<file path="src/rtl/sys_array_pkg.sv">
// ============================================================================
// Module      : sys_array_pkg
// Description : Shared types, default sizes and width helpers for the
//               systolic-array input feeder.
// Revision    : 1.0 - initial release
// ============================================================================
`default_nettype none

package sys_array_pkg;

  // Default geometry of the feeder
  localparam int DEF_DATA_WIDTH = 8;
  localparam int DEF_ARRAY_L    = 4;
  localparam int DEF_FIFO_DEPTH = 4;

  // FIFO pointer width; a depth of 1 still needs a 1-bit pointer
  function automatic int ptr_w(input int depth);
    return (depth <= 1) ? 1 : $clog2(depth);
  endfunction

  // Flush counter width: must hold 0..ARRAY_L-1
  function automatic int fcnt_w(input int lanes);
    return $clog2(lanes) + 1;
  endfunction

  localparam int PTR_W  = ptr_w(DEF_FIFO_DEPTH);
  localparam int CNT_W  = PTR_W + 1;
  localparam int FCNT_W = fcnt_w(DEF_ARRAY_L);

  // One input vector: element j feeds array column j
  typedef logic [0:DEF_ARRAY_L-1][DEF_DATA_WIDTH-1:0] vec_t;

  typedef enum logic [1:0] {
    IDLE   = 2'd0,
    STREAM = 2'd1,
    FLUSH  = 2'd2
  } feeder_state_t;

endpackage

`default_nettype wire

</file>
<file path="src/rtl/sys_array_feeder_if.sv">
// ============================================================================
// Module      : sys_array_feeder_if
// Description : Input handshake, batch control and skewed array bus of the
//               feeder. master = producer/controller side, slave = feeder.
// Revision    : 1.0 - initial release
// ============================================================================
`default_nettype none

interface sys_array_feeder_if
  import sys_array_pkg::*;
#(
  parameter int DATA_WIDTH = DEF_DATA_WIDTH,
  parameter int ARRAY_L    = DEF_ARRAY_L
);
  logic                                  start;
  logic                                  in_valid;
  logic                                  in_ready;
  logic [0:ARRAY_L-1][DATA_WIDTH-1:0]    in_data;
  logic                                  in_last;
  logic [0:ARRAY_L-1][DATA_WIDTH-1:0]    input_module;
  logic [0:ARRAY_L-1]                    lane_valid;
  logic                                  busy;
  logic                                  done;

  modport master (
    output start, in_valid, in_data, in_last,
    input  in_ready, input_module, lane_valid, busy, done
  );

  modport slave (
    input  start, in_valid, in_data, in_last,
    output in_ready, input_module, lane_valid, busy, done
  );
endinterface

`default_nettype wire

</file>
<file path="src/rtl/sys_array_skew_lane.sv">
// ============================================================================
// Module      : sys_array_skew_lane
// Description : DEPTH-deep register chain carrying one lane's data + valid.
//               Data is forced to zero whenever valid is low.
// Revision    : 1.0 - initial release
// ============================================================================
`default_nettype none

module sys_array_skew_lane #(
  parameter int DATA_WIDTH = 8,
  parameter int DEPTH      = 1
) (
  input  wire logic                  clk,
  input  wire logic                  reset_n,
  input  wire logic [DATA_WIDTH-1:0] i_data,
  input  wire logic                  i_valid,
  output logic      [DATA_WIDTH-1:0] o_data,
  output logic                       o_valid
);

  logic [DATA_WIDTH-1:0] r_data  [DEPTH];
  logic                  r_valid [DEPTH];

  // Shift the lane every cycle; invalid slots always carry zero data
  always_ff @(posedge clk or negedge reset_n) begin
    if (!reset_n) begin
      for (int i = 0; i < DEPTH; i++) begin
        r_data[i]  <= '0;
        r_valid[i] <= 1'b0;
      end
    end else begin
      r_data[0]  <= i_valid ? i_data : '0;
      r_valid[0] <= i_valid;
      for (int i = 1; i < DEPTH; i++) begin
        r_data[i]  <= r_data[i-1];
        r_valid[i] <= r_valid[i-1];
      end
    end
  end

  assign o_data  = r_data[DEPTH-1];
  assign o_valid = r_valid[DEPTH-1];

endmodule

`default_nettype wire

</file>
<file path="src/rtl/sys_array_feeder.sv">
// ============================================================================
// Module      : sys_array_feeder
// Description : Buffers input vectors in a small FIFO, releases a batch on
//               start (until in_last), and skews lane j by j cycles before
//               driving the systolic array columns.
// Revision    : 1.0 - initial release
// ============================================================================
`default_nettype none

module sys_array_feeder
  import sys_array_pkg::*;
#(
  parameter int DATA_WIDTH = DEF_DATA_WIDTH,
  parameter int ARRAY_L    = DEF_ARRAY_L,
  parameter int FIFO_DEPTH = DEF_FIFO_DEPTH
) (
  input  wire logic          clk,
  input  wire logic          reset_n,
  sys_array_feeder_if.slave  bus
);

  localparam int PW = ptr_w(FIFO_DEPTH);
  localparam int CW = PW + 1;
  localparam int FW = fcnt_w(ARRAY_L);

  typedef logic [0:ARRAY_L-1][DATA_WIDTH-1:0] lvec_t;

  lvec_t               r_mem_data [FIFO_DEPTH];
  logic                r_mem_last [FIFO_DEPTH];
  logic [PW-1:0]       r_wr_ptr;
  logic [PW-1:0]       r_rd_ptr;
  logic [CW-1:0]       r_count;
  feeder_state_t       r_state;
  logic [FW-1:0]       r_fcnt;

  logic                w_full;
  logic                w_empty;
  logic                w_push;
  logic                w_pop;
  lvec_t               w_pop_data;
  logic                w_pop_last;
  logic                w_flush_end;
  lvec_t               w_lane_data;
  logic [0:ARRAY_L-1]  w_lane_valid;

  assign w_full      = (r_count == CW'(FIFO_DEPTH));
  assign w_empty     = (r_count == '0);
  assign w_push      = bus.in_valid && !w_full;
  assign w_pop       = (r_state == STREAM) && !w_empty;
  assign w_pop_data  = w_pop ? r_mem_data[r_rd_ptr] : '0;
  assign w_pop_last  = w_pop && r_mem_last[r_rd_ptr];
  assign w_flush_end = (r_state == FLUSH) && (r_fcnt == FW'(ARRAY_L - 1));

  // FIFO storage; contents are don't-care while empty so no reset needed
  always_ff @(posedge clk) begin
    if (w_push) begin
      r_mem_data[r_wr_ptr] <= bus.in_data;
      r_mem_last[r_wr_ptr] <= bus.in_last;
    end
  end

  // FIFO pointers and occupancy; power-of-two depth wraps naturally
  always_ff @(posedge clk or negedge reset_n) begin
    if (!reset_n) begin
      r_wr_ptr <= '0;
      r_rd_ptr <= '0;
      r_count  <= '0;
    end else begin
      if (w_push) r_wr_ptr <= r_wr_ptr + PW'(1);
      if (w_pop)  r_rd_ptr <= r_rd_ptr + PW'(1);
      case ({w_push, w_pop})
        2'b10:   r_count <= r_count + CW'(1);
        2'b01:   r_count <= r_count - CW'(1);
        default: r_count <= r_count;
      endcase
    end
  end

  // Batch control: IDLE -> STREAM on start, STREAM -> FLUSH on last pop,
  // FLUSH waits for the last lane to drain
  always_ff @(posedge clk or negedge reset_n) begin
    if (!reset_n) begin
      r_state <= IDLE;
      r_fcnt  <= '0;
    end else begin
      case (r_state)
        IDLE: begin
          if (bus.start) r_state <= STREAM;
        end
        STREAM: begin
          if (w_pop_last) begin
            r_state <= FLUSH;
            r_fcnt  <= '0;
          end
        end
        FLUSH: begin
          if (w_flush_end) r_state <= IDLE;
          else             r_fcnt  <= r_fcnt + FW'(1);
        end
        default: r_state <= IDLE;
      endcase
    end
  end

  // Lane j gets a (j+1)-deep chain so it trails lane 0 by j cycles
  generate
    for (genvar j = 0; j < ARRAY_L; j++) begin : g_lane
      sys_array_skew_lane #(
        .DATA_WIDTH (DATA_WIDTH),
        .DEPTH      (j + 1)
      ) u_lane (
        .clk     (clk),
        .reset_n (reset_n),
        .i_data  (w_pop_data[j]),
        .i_valid (w_pop),
        .o_data  (w_lane_data[j]),
        .o_valid (w_lane_valid[j])
      );
    end
  endgenerate

  assign bus.input_module = w_lane_data;
  assign bus.lane_valid   = w_lane_valid;
  assign bus.in_ready     = !w_full;
  assign bus.busy         = (r_state != IDLE);
  assign bus.done         = w_flush_end;

endmodule

`default_nettype wire
</file>
<file path="src/flat_wrapper.sv">
// flat-port wrapper written by rule: the top's interface ports become plain ports
module sys_array_feeder_flat import sys_array_pkg::*;
#(
  parameter int DATA_WIDTH = DEF_DATA_WIDTH,
  parameter int ARRAY_L    = DEF_ARRAY_L,
  parameter int FIFO_DEPTH = DEF_FIFO_DEPTH
)
  (clk, reset_n, bus_start, bus_in_valid, bus_in_data, bus_in_last, bus_in_ready, bus_input_module, bus_lane_valid, bus_busy, bus_done);
  sys_array_feeder_if #(.DATA_WIDTH(DATA_WIDTH), .ARRAY_L(ARRAY_L)) bus_i ();
  input  wire logic clk;
  input  wire logic reset_n;
  input wire logic [$bits(bus_i.start)-1:0] bus_start;
  input wire logic [$bits(bus_i.in_valid)-1:0] bus_in_valid;
  input wire logic [$bits(bus_i.in_data)-1:0] bus_in_data;
  input wire logic [$bits(bus_i.in_last)-1:0] bus_in_last;
  output wire logic [$bits(bus_i.in_ready)-1:0] bus_in_ready;
  output wire logic [$bits(bus_i.input_module)-1:0] bus_input_module;
  output wire logic [$bits(bus_i.lane_valid)-1:0] bus_lane_valid;
  output wire logic [$bits(bus_i.busy)-1:0] bus_busy;
  output wire logic [$bits(bus_i.done)-1:0] bus_done;
  assign bus_i.start = bus_start;
  assign bus_i.in_valid = bus_in_valid;
  assign bus_i.in_data = bus_in_data;
  assign bus_i.in_last = bus_in_last;
  assign bus_in_ready = bus_i.in_ready;
  assign bus_input_module = bus_i.input_module;
  assign bus_lane_valid = bus_i.lane_valid;
  assign bus_busy = bus_i.busy;
  assign bus_done = bus_i.done;
  sys_array_feeder #(.DATA_WIDTH(DATA_WIDTH), .ARRAY_L(ARRAY_L), .FIFO_DEPTH(FIFO_DEPTH)) u_core (.clk(clk), .reset_n(reset_n), .bus(bus_i));
endmodule
</file>
<file path="config.mk">
export PLATFORM = sky130hd
export DESIGN_NAME = sys_array_feeder_flat
export DESIGN_NICKNAME = d
export VERILOG_FILES = /design/src/rtl/sys_array_pkg.sv /design/src/rtl/sys_array_feeder_if.sv /design/src/rtl/sys_array_skew_lane.sv /design/src/rtl/sys_array_feeder.sv /design/src/flat_wrapper.sv
export SDC_FILE = /design/constraint.sdc
export NUM_CORES = 1
export LEC_CHECK = 0
export CAP_MARGIN = 10
export CELL_PAD_IN_SITES_DETAIL_PLACEMENT = 0
export CELL_PAD_IN_SITES_GLOBAL_PLACEMENT = 1
export CORE_AREA = 2 2 129 131
export DETAILED_ROUTE_END_ITERATION = 10
export DIE_AREA = 0 0 131 133
export DONT_BUFFER_PORTS = 1
export MAX_ROUTING_LAYER = met4
export PLACE_DENSITY_LB_ADDON = 0.3
export SYNTH_ARGS = -nofsm -noshare
export SYNTH_HDL_FRONTEND = slang
export SYNTH_SLANG_ARGS = --single-unit
</file>
<file path="constraint.sdc">
create_clock -name clk -period 2.6 [get_ports clk]
set_input_delay 0.65 -clock clk [delete_from_list [all_inputs] [get_ports clk]]
set_output_delay 0.65 -clock clk [all_outputs]
set_load 0.05 [all_outputs]
</file>
; ---- After elaboration in Yosys (flattened, before gate mapping)
; Memories as Yosys holds them, arrays and structs flattened.
; Cells that the tools add are included.
[word_totals]
register_bits = 96
latch_bits = 0
ramBits = 132
romBits = 0
output_inout_bits = 39
n_memories = 2
[mem_list]
columns = name, depth, width, read_ports, rd_clocked_by_memory_dff, wr, line_no
row1 = u_core.r_mem_data, 4, 32, 1, 0, 1, sys_array_feeder.sv:28  ; lvec_t r_mem_data [FIFO_DEPTH];
row2 = u_core.r_mem_last, 4, 1, 1, 0, 1, sys_array_feeder.sv:29  ; logic r_mem_last [FIFO_DEPTH];
[op_classes]
n_addsub = 5
n_mul = 0
n_div = 0
magnitude_cmp = 0
eq_ne = 10
shifts = 0
muxes = 14
bitwise = 0
n_reduce_logical = 13
[op_table]
columns = operator, count
row1 = $mux 8, 4
row2 = $pmux 3 s2, 2
row3 = $add 3x1->3 const B, 2
row4 = $mux 2, 3
row5 = $mux 3, 2
row6 = $ne 2x2->1 const B, 3
row7 = $pmux 2 s3, 1
row8 = $reduce_and 3->1, 2
row9 = $reduce_bool 2->1, 3
row10 = $add 2x1->2 const B, 2
row11 = $eq 2x1->1 const B, 2
row12 = $eq 2x2->1 const B, 2
row13 = $logic_and 1x1->1, 4
row14 = $eq 3x2->1 const B, 1
row15 = $eq 3x3->1 const B, 1
row16 = $logic_not 3->1, 1
row17 = $sub 3x1->3 const B, 1
row18 = $logic_not 1->1, 2
row19 = $logic_not 2->1, 1
row20 = $mux 1, 2
row21 = $ne 2x1->1 const B, 1

; ---- Longest topological paths before layout
; Gate-level depths: netlist (run 1).
[depth]
ltp_word = 6
depth_mapped = 10
mapped_depth_nobuf = 10

; ---- Modules after synthesis
; From an unflattened synthesis (run 1), not the netlist that was laid out.
[unflattened]
hier_cells = 421
hier_area_um2 = 8336.7
[by_module_without_submodules]
columns = mod, n_inst, cells_per_inst, area_per_inst_um2, seq_area_each_um2
row1 = sys_array_feeder, 1, 275, 5704.2, 4264.1
row2 = sys_array_skew_lane (u_core.g_lane[3].u_lane), 1, 52, 1011.0, 900.9
row3 = sys_array_skew_lane (u_core.g_lane[2].u_lane), 1, 43, 785.8, 675.6
row4 = sys_array_skew_lane (u_core.g_lane[1].u_lane), 1, 34, 560.5, 450.4
row5 = sys_array_skew_lane (u_core.g_lane[0].u_lane), 1, 17, 275.3, 225.2

; ---- Worst setup path after synthesis (run 1)
; Ideal clock, no wire load.
[synth_timing]
path_type = reg-to-reg
startpoint = register u_core.r_count[0]
endpoint = register u_core.r_count[2]
setup_ps = 79
t_arrival_ps = 2337
path_slack_ps = 184
stages_incl_launch_ff = 11
path_buffers = 0
synth_period_minus_slack_ps = 2416
cell_sequence = dfrtp_1 inv_1 nand3_1 and2_1 inv_1 ha_1 inv_1 fa_1 xor2_1 nor2_1 xor2_1
[synth_between]
elab_chain_cells = 5
[synth_rtl]
columns = item, line_no
row1 = from (decl), sys_array_feeder.sv:32  ; logic [CW-1:0] r_count;
row2 = from (signal assigned), sys_array_feeder.sv:72  ; 2'b10: r_count <= r_count + CW'(1);
row3 = from (signal assigned), sys_array_feeder.sv:73  ; 2'b01: r_count <= r_count - CW'(1);
row4 = from (signal assigned), sys_array_feeder.sv:74  ; default: r_count <= r_count;
row5 = $eq 3x3->1 (*), sys_array_feeder.sv:46  ; assign w_full = (r_count == CW'(FIFO_DEPTH));
row6 = $logic_not 1->1 (*), n/a
row7 = net bus_in_ready, flat_wrapper.sv:16  ; output wire logic [$bits(bus_i.in_ready)-1:0] bus_in_ready;
row8 = $logic_and 1x1->1 (*), sys_array_feeder.sv:48  ; assign w_push = bus.in_valid && !w_full;
row9 = $eq 2x1->1 or $eq 2x2->1 (tied branches), sys_array_feeder.sv:71  ; case ({w_push, w_pop})
row10 = $pmux 3 s2 or $reduce_bool 2->1 (tied branches), n/a
; The timed path passes the listed nets; every way through them passes the cells marked *.
; A chain may end at the register's enable or synchronous reset.

; ---- Worst setup path after layout (run 1)
[layout_timing]
startpoint = register u_core.r_state[0]
endpoint = output bus_done
[layout_between]
elab_chain_cells = 2
[layout_rtl]
columns = item, line_no
row1 = from (decl), sys_array_feeder.sv:33  ; feeder_state_t r_state;
row2 = from (signal assigned), sys_array_feeder.sv:83  ; r_state <= IDLE;
row3 = from (signal assigned), sys_array_feeder.sv:88  ; if (bus.start) r_state <= STREAM;
row4 = from (signal assigned), sys_array_feeder.sv:92  ; r_state <= FLUSH;
row5 = $eq 2x2->1, sys_array_feeder.sv:52  ; assign w_flush_end = (r_state == FLUSH) && (r_fcnt == FW'(ARRAY_L - 1));
row6 = $logic_and 1x1->1, sys_array_feeder.sv:52
row7 = to (decl), flat_wrapper.sv:20  ; output wire logic [$bits(bus_i.done)-1:0] bus_done;
; No other way between the ends.

==> results of run 1 <==
==> how the worst max path moves through the flow <==
stage                            startpoint           endpoint  slack, ns  cells past startpoint
final                     u_core.r_state[0]           bus_done       0.32                      5
after global routing      u_core.r_state[0]           bus_done       0.24                      5
after CTS                 u_core.r_state[0]           bus_done       0.27                      5
after detailed placement  u_core.r_state[1]  u_core.r_count[2]       0.51                      9
after global placement    u_core.r_count[0]  u_core.r_count[2]       0.62                     10
after floorplan           u_core.r_count[0]  u_core.r_count[2]       0.18                     10
==> where the power goes <==
part | switching [mW] | total (mW) | internal (mW)
Combinational | 1.17 | 2.12 | 0.951
Clock | 1.26 | 3.27 | 2.01
Sequential | 1.20 | 6.13 | 4.94
Total | 3.63 | 11.5 | 7.90
==> critical path: stages, from the launching register on <==
cell,delay [ns]
dfrtp_1,0.41
inv_1,0.12
ha_1,0.20
inv_1,0.10
nor2_1,0.11
buf_4,0.20
==> metrics by stage <==
step | util | cell area [sq um] | setup slack, ns
floorplan | - | 8050 | 0.184
global placement | 0.503 | 8130 | 0.616
detailed placement | 0.503 | 8130 | 0.511
CTS | 0.551 | 8910 | 0.272
global route | 0.551 | 8910 | 0.235
finish | 0.551 | 8910 | 0.317
==> Yosys cell counts, drive strengths merged (2+ instances only) <==
library cell | n | area, sq um
edfxtp | 132 | 3960
dfrtp | 96 | 2400
and3 | 36 | 225
mux4 | 33 | 743
buf | 32 | 236
ha | 12 | 150
inv | 12 | 45.0
clkbuf | 11 | 41.3
o21ai | 5 | 25.0
mux2 | 3 | 41.3
nand2 | 3 | 11.3
nor2 | 3 | 13.8
xnor2 | 3 | 26.3
xor2 | 3 | 26.3
and2 | 2 | 12.5
o41ai | 2 | 17.5
==> flip-flops by register name, summed over array words and instances (netlist names) <==
name,flops
u_core.r_mem_data,128
u_core.r_count,3
u_core.g_lane.u_lane.r_data,48
u_core.r_state,2
u_core.r_mem_last,4
u_core.g_lane.u_lane.o_data,32
u_core.r_rd_ptr,2
u_core.g_lane.u_lane.o_valid,1
u_core.r_fcnt,3
u_core.r_wr_ptr,2
u_core.g_lane.u_lane.r_valid,3
==> per-layer routing <==
| metal | vias to the layer above | routed length, um | global-route usage |
|---|---|---|---|
| met2 | 82 | 6480 | 0.256 |
| met1 | 1750 | 5090 | 0.197 |
| met4 | 0 | 227 | 0.0496 |
| met5 | - | 0 | - |
| met3 | 15 | 755 | 0.0429 |
| li1 | 1431 | - | - |
==> layout make-up <==
cell class,count,share of cell area
clock buffers,41,0.0826
clock inverters,3,0.00449
inverters,12,0.00506
multi-input cells,111,0.153
flip-flops and latches,228,0.715
well taps,220,0.0309
repair buffers,11,0.00927
==> cell families after synthesis <==
logic type      after synthesis
compound gates               10
xor+xnor                      6
simple gates                 46
fa+ha+maj                    13
mux                          36
flops                       228
buf+inv                      55
==> impl_metrics.py, run 1 <==
metrics = {
    "outcome": {
        "status": "finished with violations",
        "failed_checks": "hold timing",
    },
    "run": {
        "max_cap_violations": 0,
    },
    "die": {
        "rows": 47,
        "dieWidth_um": 131,
        "initial_utilization": 0.497,
        "die-area_sq_um": 17400,
        "io_pins": 76,
        "die-height_um": 133,
        "coreArea_sq_um": 16200,
    },
    "cts": {
        "cts_inserted_buffers": 24,
        "cts_max_path_buffers": 3,
        "clk_pin_slew_worst_paths_ns": 0.06,
        "clock_latency_ns": 0.50,
        "cts-resized-gates": 0,
        "clock_sinks": 228,
        "htree_levels": 1,
        "cts_setup_buffers": 0,
        "clockRootBuffer": "clkbuf_16",
        "tritoncts": "done",
    },
    "logic_synthesis": {
        "ys_types": 26,
        "synth-seq-cells": 228,
        "ys_seq_area_frac": 0.791,
        "yosys_warnings": 0,
        "synthXorXnorAreaFrac": 0.00653,
        "synthCells": 394,
        "synth_area_sq_um": 8050,
        "synth_edf_count": 132,
        "muxShareOfSynthArea": 0.0975,
        "synth-compound-area-share": 0.00933,
        "synth_top_family_by_area": "multiplexers",
        "avgSynthCellArea_sq_um": 20.4,
        "synthSimpleGateAreaFrac": 0.0341,
        "synth_fa_ha_area_frac": 0.0212,
        "synthArstFlopShare": 0.421,
        "syn_nets": 444,
        "ys.flop_type": "edfxtp_1",
    },
    "detailed_routing": {
        "routed_wl_um": 12600,
        "wl_per_cell_um": 20.1,
        "drc": 0,
        "vias": 3278,
        "firstDrtPassIters": 4,
        "ant_nets": 0,
        "drt-vias-per-instance": 5.24,
        "drtIter0Drc": 183,
    },
    "cells_and_area": {
        "multiInputGateArea_sq_um": 1360,
        "nets": 438,
        "layout_common_cells": "132 x edfxtp_1, 94 x dfrtp_1, 33 x mux4_2, 32 x and3_1, 25 x clkbuf_16",
        "fill_cells": 1242,
        "drive_gt1_frac": 0.217,
        "num_antenna_cells": 0,
        "final-instance-count-excl-fill": 626,
        "syn_to_final_growth_pct": 10.7,
        "regArea_sq_um": 6370,
        "final_common_cell": "edfxtp_1",
    },
    "sta": {
        "rsz0062_at_grt": "false",
        "finalCriticalPeriod_ns": 2.28,
        "hold_viol_final": 96,
        "finClkSkew_ns": 0.0116,
        "tightest_slew_ns": 0.580,
        "maxSlewHeadroom": 0.609,
        "finalCritPeriodShare": 0.878,
        "setup_violations": 0,
        "tns_ns": 0,
        "max_freq_mhz": 438,
        "slew_violations": 0,
        "whs_ns": -0.159,
    },
    "critical_path": {
        "crit_type": "reg2out",
        "worst-path-max-fanout": 5,
        "required_ns": 1.95,
        "critPathLaunchType": "flop",
        "worstSetupEndpointType": "output pin",
        "worstReg2RegStart": "u_core.r_count[0]",
        "rrSetupSlack_ns": 0.49,
        "r2r_end": "u_core.r_count[2]",
        "crit_arrival_ns": 1.63,
        "ff2ff_path_depth": 10,
    },
    "pwr": {
        "leakage_nw": 3.55,
        "vdd_drop_max_v": 0.000594,
        "power.total_mw": 11.5,
        "p_per_area_nw_per_um2": 1290,
    },
    "placement": {
        "dpl.cell_count": 582,
        "portBuffers": 0,
        "routabilityCongestion": 0.640,
        "dp_hpwl_um": 6730,
    },
    "grt": {
        "antenna_found_initial": 0,
        "grt_max_degree": 97,
        "grt_pass1_vias": 3602,
        "overflow": 0,
        "grt_pass1_wl_um": 20000,
        "grtUsageTotal": 0.159,
    },
    "min_path": {
        "hp-class": "in2async",
    },
}
Power figures use the tool's default switching activity.
==> inputs of run 2 (changes only) <==
--- a/config.mk
+++ b/config.mk
@@ -5,12 +5,11 @@
 export SDC_FILE = /design/constraint.sdc
 export NUM_CORES = 1
 export LEC_CHECK = 0
-export CAP_MARGIN = 10
 export CELL_PAD_IN_SITES_DETAIL_PLACEMENT = 0
 export CELL_PAD_IN_SITES_GLOBAL_PLACEMENT = 1
-export CORE_AREA = 2 2 129 131
+export CORE_AREA = 2 2 126 128
 export DETAILED_ROUTE_END_ITERATION = 10
-export DIE_AREA = 0 0 131 133
+export DIE_AREA = 0 0 128 130
 export DONT_BUFFER_PORTS = 1
 export MAX_ROUTING_LAYER = met4
 export PLACE_DENSITY_LB_ADDON = 0.3
==> impl_metrics.py, run 2 (synthesis results as in run 1) <==
metrics = {
    "die": {
        "dieWidth_um": 128,
        "io_pins": 76,
        "rows": 46,
        "die-height_um": 130,
        "die-area_sq_um": 16600,
        "coreArea_sq_um": 15400,
        "initial_utilization": 0.522,
    },
    "critical_path": {
        "crit_type": "reg2out",
        "cp_top_family": "flip-flops",
        "slowest_stage": "dfrtp_1",
        "critPathLaunchType": "flop",
        "path_cells": "inv_1 > ha_1 > inv_1 > nor2_1 > buf_4",
        "worstSetupEndpointType": "output pin",
        "crit_arrival_ns": 1.61,
        "crit_top_cell": "inv_1",
        "worst-path-max-fanout": 5,
        "slowest_delay_ns": 0.41,
        "cp_num_buf_inv": 3,
        "required_ns": 1.95,
    },
    "sta": {
        "fin_ws_ns": 0.336,
        "rsz0062_at_grt": "false",
        "tns_ns": 0,
        "tightest_slew_ns": 0.560,
        "maxSlewHeadroom": 0.623,
        "hold_viol_final": 96,
        "max_freq_mhz": 442,
        "finalCritPeriodShare": 0.871,
        "slew_violations": 0,
        "finalCriticalPeriod_ns": 2.26,
        "whs_ns": -0.155,
        "finClkSkew_ns": 0.00882,
        "setup_violations": 0,
    },
    "detailed_routing": {
        "ant_nets": 0,
        "routed_wl_um": 12700,
        "wl_per_cell_um": 21.2,
        "drt-met1-wl_um": 5020,
        "drt-vias-per-instance": 5.44,
        "wl_met3_um": 858,
        "firstDrtPassIters": 4,
        "highest_layer": "met4",
        "drc": 0,
        "drtIter0Drc": 224,
        "vias": 3252,
        "wl_met2_um": 6550,
    },
    "grt": {
        "grtUsageTotal": 0.166,
        "overflow": 0,
        "grt_pass1_vias": 3531,
        "grt_pass1_wl_um": 19900,
        "grt_max_degree": 97,
        "antenna_found_initial": 0,
    },
    "placement": {
        "dpl.cell_count": 554,
        "portBuffers": 0,
        "routabilityCongestion": 0.658,
        "preCtsSetupSlack_ns": 0.518,
        "dp_hpwl_um": 7210,
        "post_dp_cell_area_sq_um": 8150,
    },
    "cells_and_area": {
        "drive_gt1_frac": 0.227,
        "layout_common_cells": "132 x edfxtp_1, 94 x dfrtp_1, 33 x mux4_2, 32 x and3_1, 25 x clkbuf_16",
        "largest_reg_flops": 128,
        "postLayoutCellArea_sq_um": 8960,
        "syn_to_final_growth_pct": 11.3,
        "post-route-util": 0.581,
        "fill_cells": 1130,
        "nets": 438,
        "final_common_cell": "edfxtp_1",
        "num_antenna_cells": 0,
        "final-instance-count-excl-fill": 598,
        "largest_register": "u_core.r_mem_data",
    },
    "cts": {
        "clockRootBuffer": "clkbuf_16",
        "clk_pin_slew_worst_paths_ns": 0.06,
        "cts_inserted_buffers": 24,
        "cts_setup_buffers": 0,
        "clock_latency_ns": 0.50,
        "tritoncts": "done",
        "cts-resized-gates": 0,
        "cts_max_path_buffers": 3,
        "clock_sinks": 228,
        "htree_levels": 1,
    },
    "pwr": {
        "p_per_area_nw_per_um2": 1310,
        "power.total_mw": 11.7,
        "leakage_nw": 3.58,
        "vdd_drop_max_v": 0.000677,
    },
    "outcome": {
        "status": "finished with violations",
        "failed_checks": "hold timing",
    },
    "run": {
        "max_cap_violations": 0,
    },
    "min_path": {
        "hp-class": "in2async",
    },
}
[run 2: cell types whose count changed in the layout (fill, tap and decap cells not counted)]
cell,previous run,this run
buf_4,11,7
clkbuf_1,11,7
clkbuf_8,5,8
clkbuf_4,0,1
buf_12,0,4
[run 2: per-layer routing]
metal  vias to the layer above  GRT usage
met4                         0     0.0537
li1                       1441          -
met1                      1695      0.202
met5                         -          -
met2                        94      0.271
met3                        22     0.0476
[run 2: where the power goes]
group          switching (mW)  internal [mW]  leakage, nW  total (mW)
clock                    1.28           2.10        0.400        3.37
sequential               1.20           4.93         2.48        6.13
combinational            1.19          0.995        0.695        2.19
total                    3.67           8.03         3.58        11.7
[run 2: layout make-up]
class,count,area [sq um],area share
inverters,12,45.0,0.00503
clock buffers,41,769,0.0859
flip-flops and latches,228,6370,0.711
clock inverters,3,40.0,0.00447
repair buffers,11,133,0.0148
multi-input cells,111,1360,0.152
well taps,192,240,0.0268
[run 2: final timing paths]
kind                                               startpoint                                 end  slack [ns]  cells past startpoint
setup / recovery                            u_core.r_state[0]                            bus_done        0.34                      5
hold / removal                                        reset_n  u_core.g_lane[2].u_lane.r_data[11]       -0.16                      0
setup reg to reg                            u_core.r_count[0]                   u_core.r_count[2]        0.49                     10
hold reg to reg            u_core.g_lane[3].u_lane.r_data[22]  u_core.g_lane[3].u_lane.r_data[14]        0.34                      0
max in group asynchronous                             reset_n                  u_core.r_rd_ptr[1]        2.57                      0
min in group clk                               bus_in_data[4]             u_core.r_mem_data[1][4]        0.24                      0
==> inputs of run 3 (changes only) <==
--- a/config.mk
+++ b/config.mk
@@ -7,12 +7,13 @@
 export LEC_CHECK = 0
 export CELL_PAD_IN_SITES_DETAIL_PLACEMENT = 0
 export CELL_PAD_IN_SITES_GLOBAL_PLACEMENT = 1
-export CORE_AREA = 2 2 126 128
+export CORE_AREA = 4 4 128 130
 export DETAILED_ROUTE_END_ITERATION = 10
-export DIE_AREA = 0 0 128 130
+export DIE_AREA = 0 0 132 134
 export DONT_BUFFER_PORTS = 1
 export MAX_ROUTING_LAYER = met4
 export PLACE_DENSITY_LB_ADDON = 0.3
+export SKIP_LAST_GASP = 1
 export SYNTH_ARGS = -nofsm -noshare
 export SYNTH_HDL_FRONTEND = slang
 export SYNTH_SLANG_ARGS = --single-unit
==> impl_metrics.py, run 3 (synthesis results as in run 1) <==
metrics = {
    "min_path": {
        "hp-class": "in2async",
    },
    "placement": {
        "dp_hpwl_um": 7300,
        "routabilityCongestion": 0.679,
        "portBuffers": 0,
    },
    "pwr": {
        "pwr-share-seq": 0.545,
        "p_per_area_nw_per_um2": 1280,
        "p_sw_mw": 3.62,
        "leakage_nw": 3.52,
        "vdd_drop_max_v": 0.000667,
        "power.total_mw": 11.3,
        "p_clk_frac": 0.266,
        "internal-power_mw": 7.73,
        "sw_frac_of_total": 0.319,
        "power_frac_comb": 0.190,
    },
    "die": {
        "coreArea_sq_um": 15100,
        "die-height_um": 134,
        "initial_utilization": 0.531,
        "dieWidth_um": 132,
        "io_pins": 76,
        "rows": 45,
        "die-area_sq_um": 17700,
    },
    "cells_and_area": {
        "num_antenna_cells": 0,
        "layout_common_cells": "132 x edfxtp_1, 94 x dfrtp_1, 33 x mux4_2, 32 x and3_1, 23 x clkbuf_16",
        "largest_reg_flops": 128,
        "syn_to_final_growth_pct": 9.98,
        "post-route-util": 0.584,
        "drive_gt1_frac": 0.208,
        "largest_register": "u_core.r_mem_data",
        "final_common_cell": "edfxtp_1",
        "nets": 437,
    },
    "sta": {
        "setup_violations": 0,
        "finClkSkew_ns": 0.0163,
        "max_freq_mhz": 443,
        "finalCritPeriodShare": 0.868,
        "finalCriticalPeriod_ns": 2.26,
        "tightest_slew_ns": 0.587,
        "hold_viol_final": 96,
        "maxSlewHeadroom": 0.604,
        "whs_ns": -0.141,
        "rsz0062_at_grt": "false",
        "slew_violations": 0,
        "tns_ns": 0,
    },
    "grt": {
        "grt_pass1_vias": 3619,
        "grt_pass1_wl_um": 20000,
        "overflow": 0,
        "antenna_found_initial": 0,
        "grtUsageTotal": 0.151,
        "grt_max_degree": 97,
    },
    "cts": {
        "clockRootBuffer": "clkbuf_16",
        "clock_sinks": 228,
        "cts-resized-gates": 0,
        "htree_levels": 1,
        "cts_setup_buffers": 0,
        "cts_inserted_buffers": 23,
        "clk_pin_slew_worst_paths_ns": 0.06,
        "cts_max_path_buffers": 3,
        "tritoncts": "done",
        "clock_latency_ns": 0.50,
    },
    "critical_path": {
        "critPathLaunchType": "flop",
        "worstSetupEndpointType": "output pin",
        "crit_type": "reg2out",
        "worst-path-max-fanout": 5,
        "required_ns": 1.95,
        "crit_arrival_ns": 1.61,
    },
    "detailed_routing": {
        "routed_wl_um": 12500,
        "drtIter0Drc": 138,
        "ant_nets": 0,
        "firstDrtPassIters": 4,
        "wl_per_cell_um": 21.2,
        "drt-vias-per-instance": 5.47,
        "vias": 3233,
        "drc": 0,
    },
    "run": {
        "max_cap_violations": 0,
    },
    "outcome": {
        "failed_checks": "hold timing",
        "status": "finished with violations",
    },
}
==> run 3: metal layers <==
metal,up-vias,track usage,routed length (um)
li1,1433,-,-
met1,1697,0.185,5070
met2,78,0.246,6310
met3,25,0.0469,838
met4,0,0.0438,301
met5,-,-,0
==> run 3: final timing paths <==
path	from	end	slack, ns	cells after the start
max	u_core.r_state[0]	bus_done	0.34	5
min	reset_n	u_core.g_lane[1].u_lane.o_data[0]	-0.14	0
max reg2reg	u_core.r_count[0]	u_core.r_count[2]	0.52	10
min reg2reg	u_core.g_lane[2].u_lane.r_data[20]	u_core.g_lane[2].u_lane.r_data[12]	0.35	0
max in group asynchronous	reset_n	u_core.r_rd_ptr[0]	2.56	0
min in group clk	bus_in_data[29]	u_core.r_mem_data[1][29]	0.25	0
==> run 3: worst max-delay path, cell delays in order, from the launching register on <==
cell,delay (ns)
dfrtp_1,0.41
inv_1,0.12
ha_1,0.18
inv_1,0.09
nor2_1,0.11
buf_4,0.20
==> run 3: cell type report <==
cell class                      count  area, sq um
Sequential cell                   228         6370
Fill cell                        1087         6300
Clock inverter                      8         60.1
Tap cell                          188          235
Clock buffer                       33          633
Inverter                           12         45.0
Timing Repair Buffer               11          145
Multi-Input combinational cell    111         1360
==> run 3: per-stage QoR <==
stage          std cells  setup slack [ns]  area [sq um]
6_report             591             0.344          8850
5_1_grt              591             0.198          8850
2_1_floorplan        394             0.184          8050
4_1_cts              591             0.314          8850
3_3_place_gp         550             0.592          8160
3_5_place_dp         550             0.521          8160
==> run 3: power groups by stage <==
stage / sequential, mW / combinational, mW / clock [mW]
2_1_floorplan: 5.41 / 2.64 / 0
3_3_place_gp: 6.23 / 2.19 / 0
3_5_place_dp: 6.28 / 2.21 / 0
4_1_cts: 6.21 / 2.22 / 3.11
5_1_grt: 6.29 / 2.38 / 3.27
6_report: 6.18 / 2.15 / 3.01
